--- src/rtl/uart_rx32.sv ---
// uart_rx32: oversampled UART receiver for 32-bit frames.
// Frame: start bit (0), DATA_BITS data bits LSB first, stop bit (1).
// The start edge is detected on any PCLK. Every later decision is made on
// tick pulses, using the synchronised line value.
module uart_rx32 #(
    parameter int DATA_BITS  = 32,
    parameter int OVERSAMPLE = 16
) (
    input  logic                 PCLK,
    input  logic                 PRESETn,
    input  logic                 tick,
    input  logic                 Rxd,
    output logic [DATA_BITS-1:0] rx_data,
    output logic                 RxD_done,
    output logic                 frame_err,
    output logic                 rx_busy
);

    localparam int CNT_W = $clog2(OVERSAMPLE);
    localparam int IDX_W = $clog2(DATA_BITS);
    localparam logic [CNT_W-1:0] HALF_M1  = CNT_W'(OVERSAMPLE / 2 - 1);
    localparam logic [CNT_W-1:0] FULL_M1  = CNT_W'(OVERSAMPLE - 1);
    localparam logic [IDX_W-1:0] IDX_LAST = IDX_W'(DATA_BITS - 1);

    typedef enum logic [1:0] {
        S_IDLE  = 2'd0,
        S_START = 2'd1,
        S_DATA  = 2'd2,
        S_STOP  = 2'd3
    } rx_state_t;

    rx_state_t              r_state, w_state_nx;
    logic [1:0]             r_sync;
    logic [CNT_W-1:0]       r_cnt, w_cnt_nx;
    logic [IDX_W-1:0]       r_idx, w_idx_nx;
    logic [DATA_BITS-1:0]   r_shift, w_shift_nx;
    logic [DATA_BITS-1:0]   r_rx_data, w_rx_data_nx;
    logic                   r_done, w_done_nx;
    logic                   r_ferr, w_ferr_nx;
    logic                   w_rxs;

    // The second synchroniser flop is the only view of the line the FSM uses.
    assign w_rxs = r_sync[1];

    // Two-flop synchroniser. It resets to the idle (high) line level.
    always_ff @(posedge PCLK or negedge PRESETn) begin
        if (!PRESETn) begin
            r_sync <= 2'b11;
        end else begin
            r_sync <= {r_sync[0], Rxd};
        end
    end

    // State, counters, shift register and registered output pulses.
    always_ff @(posedge PCLK or negedge PRESETn) begin
        if (!PRESETn) begin
            r_state   <= S_IDLE;
            r_cnt     <= '0;
            r_idx     <= '0;
            r_shift   <= '0;
            r_rx_data <= '0;
            r_done    <= 1'b0;
            r_ferr    <= 1'b0;
        end else begin
            r_state   <= w_state_nx;
            r_cnt     <= w_cnt_nx;
            r_idx     <= w_idx_nx;
            r_shift   <= w_shift_nx;
            r_rx_data <= w_rx_data_nx;
            r_done    <= w_done_nx;
            r_ferr    <= w_ferr_nx;
        end
    end

    // Next-state logic. Outside IDLE, everything advances only on tick.
    always_comb begin
        w_state_nx   = r_state;
        w_cnt_nx     = r_cnt;
        w_idx_nx     = r_idx;
        w_shift_nx   = r_shift;
        w_rx_data_nx = r_rx_data;
        w_done_nx    = 1'b0;
        w_ferr_nx    = 1'b0;
        case (r_state)
            S_IDLE: begin
                w_cnt_nx = '0;
                w_idx_nx = '0;
                if (!w_rxs) begin
                    w_state_nx = S_START;
                end
            end
            S_START: begin
                if (tick) begin
                    if (r_cnt == HALF_M1) begin
                        // At mid start bit: a high line here means the edge was a glitch.
                        if (!w_rxs) begin
                            w_cnt_nx   = '0;
                            w_state_nx = S_DATA;
                        end else begin
                            w_state_nx = S_IDLE;
                        end
                    end else begin
                        w_cnt_nx = r_cnt + CNT_W'(1);
                    end
                end
            end
            S_DATA: begin
                if (tick) begin
                    if (r_cnt == FULL_M1) begin
                        w_shift_nx = {w_rxs, r_shift[DATA_BITS-1:1]};
                        w_cnt_nx   = '0;
                        if (r_idx == IDX_LAST) begin
                            w_idx_nx   = '0;
                            w_state_nx = S_STOP;
                        end else begin
                            w_idx_nx = r_idx + IDX_W'(1);
                        end
                    end else begin
                        w_cnt_nx = r_cnt + CNT_W'(1);
                    end
                end
            end
            S_STOP: begin
                if (tick) begin
                    if (r_cnt == FULL_M1) begin
                        w_cnt_nx   = '0;
                        w_state_nx = S_IDLE;
                        if (w_rxs) begin
                            w_rx_data_nx = r_shift;
                            w_done_nx    = 1'b1;
                        end else begin
                            w_ferr_nx = 1'b1;
                        end
                    end else begin
                        w_cnt_nx = r_cnt + CNT_W'(1);
                    end
                end
            end
            default: begin
                w_state_nx = S_IDLE;
            end
        endcase
    end

    assign rx_data   = r_rx_data;
    assign RxD_done  = r_done;
    assign frame_err = r_ferr;
    assign rx_busy   = (r_state != S_IDLE);

endmodule

--- config.mk ---
export PLATFORM = sky130hd
export DESIGN_NAME = uart_rx32
export DESIGN_NICKNAME = d
export VERILOG_FILES = /design/src/rtl/uart_rx32.sv
export SDC_FILE = /design/constraint.sdc
export NUM_CORES = 1
export LEC_CHECK = 0
export ABC_AREA = 1
export CAP_MARGIN = 15
export CORE_UTILIZATION = 50
export CTS_CLUSTER_DIAMETER = 30
export DETAILED_ROUTE_END_ITERATION = 8
export PLACE_DENSITY = 0.83
export SYNTH_ARGS = -nofsm -noshare
export SYNTH_HDL_FRONTEND = slang
export SYNTH_SLANG_ARGS = --single-unit
--- constraint.sdc ---
create_clock -name PCLK -period 1.4 [get_ports PCLK]
set_input_delay 0.28 -clock PCLK [delete_from_list [all_inputs] [get_ports PCLK]]
set_output_delay 0.28 -clock PCLK [all_outputs]
set_load 0.05 [all_outputs]
Word-level counts from Yosys, hierarchy flattened
Index checks and enable logic that the tools add are counted.
W data, S select, Z words.
{"block": "word_totals", "regBits": 79, "output_inout_bits": 35, "elab_cells": 63}
{"block": "classes", "add_sub_neg": 2, "eq_ne": 16, "mux": 28, "n_reduce_logical": 9}
{"cell": "$mux W4", "count": 5}
{"cell": "$mux W2", "count": 9}
{"cell": "$ne A2 B2 Y1 const B", "count": 8}
{"cell": "$mux W5", "count": 3}
{"cell": "$pmux W4 S3", "count": 1}
{"cell": "$pmux W5 S2", "count": 1}
{"cell": "$reduce_and A3 Y1", "count": 3}
{"cell": "$mux W1", "count": 8}
{"cell": "$pmux W2 S4", "count": 1}
{"cell": "$reduce_and A8 Y1", "count": 1}
{"cell": "$add A5 B1 Y5 const B", "count": 1}
{"cell": "$eq A5 B5 Y1 const B", "count": 1}
{"cell": "$add A4 B1 Y4 const B", "count": 1}
{"cell": "$eq A2 B2 Y1 const B", "count": 2}
{"cell": "$eq A4 B3 Y1 const B", "count": 1}
{"cell": "$eq A4 B4 Y1 const B", "count": 1}
{"cell": "$reduce_and A4 Y1", "count": 1}
{"cell": "$reduce_bool A2 Y1", "count": 2}
{"cell": "$ne A3 B3 Y1 const B", "count": 1}
{"cell": "$eq A2 B1 Y1 const B", "count": 1}
{"cell": "$logic_not A2 Y1", "count": 1}
{"cell": "$ne A2 B1 Y1 const B", "count": 1}
{"cell": "$reduce_or A2 Y1", "count": 1}

Longest topological paths before layout
{"block": "depth", "word_depth": 5, "ltp_mapped": 11, "mapped_depth_nobuf": 11}

Worst setup path after synthesis
Ideal clock, no wire load.
{"block": "synth_timing", "kind": "register -> register", "startpoint": "reg r_cnt[0]", "endpoint": "reg r_rx_data[10], in the netlist rx_data[10]", "setup_time_ns": 0.120, "arrival_time_ns": 1.360, "required_time_ns": 1.280, "slack_ns": -0.079, "path_stages_with_launch": 8, "n_path_buf": 1, "synth_period_minus_slack_ns": 1.479, "path_cell_list": "dfrtp_1 > ha_1 > nand3_4 > nor2_8 > nand4_4 > buf_6 > nand2_1 > o21ai_2"}
{"block": "synth_via", "elab_chain_len": 2}
{"element": "start, declared", "line_no": "34", "rtl": "logic [CNT_W-1:0] r_cnt, w_cnt_nx;"}
{"element": "start signal, assigned", "line_no": "66", "rtl": "r_cnt <= w_cnt_nx;"}
{"element": "$eq A4 B4 Y1", "line_no": "125", "rtl": "if (r_cnt == FULL_M1) begin"}
{"element": "$reduce_and A4 Y1 (no source line)"}
{"element": "end signal, assigned", "line_no": "69", "rtl": "r_rx_data <= w_rx_data_nx;"}
{"element": "end, declared", "line_no": "37", "rtl": "logic [DATA_BITS-1:0] r_rx_data, w_rx_data_nx;"}
Every way passes these cells.
A chain may end at the register's enable or synchronous reset.

==> key figures <==
Critical path
  • Worst setup startpoint: r_idx[1]$_DFFE_PN0P_
  • Worst EP arrival: between 1.5 and 2 ns
  • Largest fanout on the critical path: 3
  • Critical Path Sink Type: flop
  • Setup CP Type: flop to flop
  • Launch point of the worst reg-to-reg path: r_idx[1]$_DFFE_PN0P_
  • Worst EP required: between 1.5 and 2 ns
  • Startpoint Class: flop

Global route
  • Largest net degree at the start of global routing: between 40 and 50
  • First-pass GRT wire length: approximately 12000 um
  • Vias in the first global route: 2526
  • GRT Resource Usage Total: 0.225
  • Initial antenna violation count: 0
  • Total grt overflow: 0

Detailed routing
  • Post-Route WL: about 11000 um
  • Number of remaining DRC errors: 0
  • Pre-Repair DR Iteration Count: 6
  • DR iter-0 viols: 251
  • Antenna-violating nets left: 0
  • Vias per cell: 5.74
  • Routed len/inst: 21.7 um
  • Total number of vias: 2934

Pwr
  • Clock share of power: 0.337
  • Switching Share: 0.307
  • Power share of the combinational group: 0.245
  • Sequential share of power: 0.418
  • VDD IR max: 1.25 mV
  • Pwr Density: 1020 mW/mm^2
  • Switching power: ~1.8 mW
  • Int Power: about 4 mW
  • Leakage Power: approximately 2.5 nW

Yosys
  • Post-synth top area share: 0.563
  • Yosys cell types: 25
  • Adder-cell share of the synthesized area: 0.0110
  • Xor/xnor cell area share of the yosys netlist: 0.00512
  • Largest family of logic cells by synthesized area: compound AO/OA/AOI/OAI gates
  • Net count of the mapped netlist: 343
  • Synth Register Bits: a little under 80
  • Syn avg cell area: ~10 um^2
  • Mux cell area share after synthesis: 0
  • Post-Syn Area: 0.00342 mm^2
  • Synth Warn #: 0
  • Simple-Gate Fraction of Synth Area: 0.151
  • Synth top area cells: dfrtp_1 (56%), o21ai_2 (12%), nand2_1 (9.7%)
  • Cell taking the most area after synthesis: dfrtp_1
  • Synthesized instance count: between 300 and 400
  • Post-synthesis sequential area ratio: 0.579
  • Post-synthesis compound-gate area fraction: 0.157

Min path
  • Hold path start: Rxd
  • Worst Hold Class: input port to flop

Placement
  • Port bufs: 38
  • Dpl hpwl: about 4200 um
  • Routability Congestion: roughly 0.89
  • Cells after DPL: about 450

STA
  • Setup WS post-layout: -0.267 ns
  • Fin Clk Skew: a little under 0.009 ns
  • Relative slew slack: 0.760
  • Final setup violation count: 73
  • F_max: 0.600 GHz
  • Final Hold Fails: 0
  • Fin crit period: about 1.7 ns
  • Slew @ Worst Pin: 0.360 ns
  • Fin Setup TNS: -13.16 ns
  • Final worst path period share: 1.19
  • RSZ-0062 raised after global routing: yes
  • Final Max Tran Viols: 0

Final layout
  • Antenna cells: 0
  • Final #Nets: ~440
  • # fillers: approximately 250
  • Post-route insts no fill: ~500
  • Commonest non-fill, non-tap cell in the layout: dfrtp_1
  • Share of cells above drive strength 1: 0.578
  • Layout area overhead: 65.2%
  • Most frequent cells in the layout: dfrtp_1 (75), o21ai_2 (54), nand2_4 (44), inv_1 (42), buf_12 (42)

Clock network
  • Clk root buf: clkbuf_8
  • # clock sinks: 79
  • H-tree Lvls: 3
  • Num CTS Buffers: 9
  • Clk_lat worst skew: between 0.3 and 0.4 ns
  • TritonCTS clock tree: done
  • Worst-path clk slew: about 0.090 ns
  • Longest Clk Path Bufs: 2

Floorplan
  • Die H: 84.7 um
  • Die Area: about 0.0072 mm^2
  • Core box area: 0.00646 mm^2
  • Io pins: 39
  • Initial core utilization: 0.529
  • Die Wd: roughly 85 um
  • Site Rows: 29

Run status
  • Failing checks: negative setup slack
  • Status: complete, but fails checks

Flow run
  • MaxCap Viol Count: 0
[power by group through the flow]
stage	sequential, mW	combinational, mW	clock (mW)
detailed placement	2.46	0.838	0
CTS	2.40	0.996	1.89
global placement	2.46	0.795	0
finish	2.42	1.42	1.95
floorplan	2.42	0.514	0
global route	2.42	1.50	2.04
[cell families after synthesis]
logic type	after synthesis
xor+xnor	2
simple gates	115
buf+inv	64
flops	79
compound gates	73
fa+ha+maj	3
[per-stage QoR]
| stage | utilization | setup slack (ns) | hold slack [ns] | power, mW | area (um^2) |
|---|---|---|---|---|---|
| floorplan | - | -0.0168 | -0.0156 | 2.93 | 3450 |
| global placement | 0.669 | -0.227 | 0.204 | 3.25 | 4320 |
| detailed placement | 0.669 | -0.288 | 0.210 | 3.30 | 4320 |
| CTS | 0.767 | -0.148 | 0.321 | 5.28 | 4950 |
| global route | 0.875 | -0.365 | 0.323 | 5.97 | 5650 |
| finish | 0.875 | -0.267 | 0.319 | 5.79 | 5650 |
[synthesized netlist by cell type]
master	count
o22ai_1	3
nand4_4	1
nor4_1	1
nor2_1	6
nand4_1	5
o21ai_2	45
nand3_4	1
nor2_8	1
o21ai_0	6
xor2_1	2
ha_1	3
nand3_2	1
or2_2	1
nor2_2	1
buf_6	11
inv_1	46
nand2_1	88
nand2_2	1
dfstp_2	2
buf_2	5
nand3_1	8
a21oi_1	2
o21ai_1	17
inv_2	2
dfrtp_1	77
[sequential cells by signal (all words and copies together), names as in the netlist, named ones only]
register,count
r_cnt,4
r_shift,32
rx_data,32
r_idx,5
frame_err,1
r_state,1
r_sync,2
RxD_done,1
[cell type report]
cell class	count	area (um^2)	share of cell area
Clock buffer	13	179	0.0317
Clock inverter	3	47.5	0.00841
Inverter	48	200	0.0354
Multi-Input combinational cell	194	1630	0.288
Sequential cell	79	1980	0.351
Tap cell	77	96.3	0.0171
Timing Repair Buffer	97	1520	0.269
[metal layers]
metal	GRT usage	routed length (um)	vias up
met5	0	0	-
met4	0.125	527	0
met3	0.0433	669	49
met2	0.387	5890	137
met1	0.266	4020	1483
li1	-	-	1265
[critical path: stages (launching register included)]
cell and delay [ns]:
dfrtp_1 0.37, ha_2 0.20, nand2_2 0.08, nor2_2 0.13, ha_2 0.22, inv_2 0.05, nand3_4 0.08, nand3_2 0.11
nor2_4 0.11, nand2_1 0.07, nand2_1 0.08, nand2_1 0.07
[final timing paths]
| kind | endpoint | slack (ns) | depth (start not counted) |
|---|---|---|---|
| max reg2reg | flop | -0.27 | 11 |
| min in group asynchronous | rx_data[14]$_DFFE_PN0P_ | 0.39 | 2 |
| max in group asynchronous | r_sync[1]$_DFF_PN1_ | 0.47 | 3 |
| min reg2reg | r_sync[1]$_DFF_PN1_ | 0.36 | 0 |
| min | r_sync[0]$_DFF_PN1_ | 0.32 | 1 |
| max | flop | -0.27 | 11 |
[what timing repair did]
action | 4_1_cts | 5_1_grt
endpoints found under the setup margin | 49 | 76
gates cloned | 6 | 11
pin swaps | 8 | 15
hold endpoints to repair | 23 | 0
hold buffers | 1 | 0
gates resized for setup | 54 | 102
buffers inserted | 11 | 16
Power figures use the tool's default switching activity.
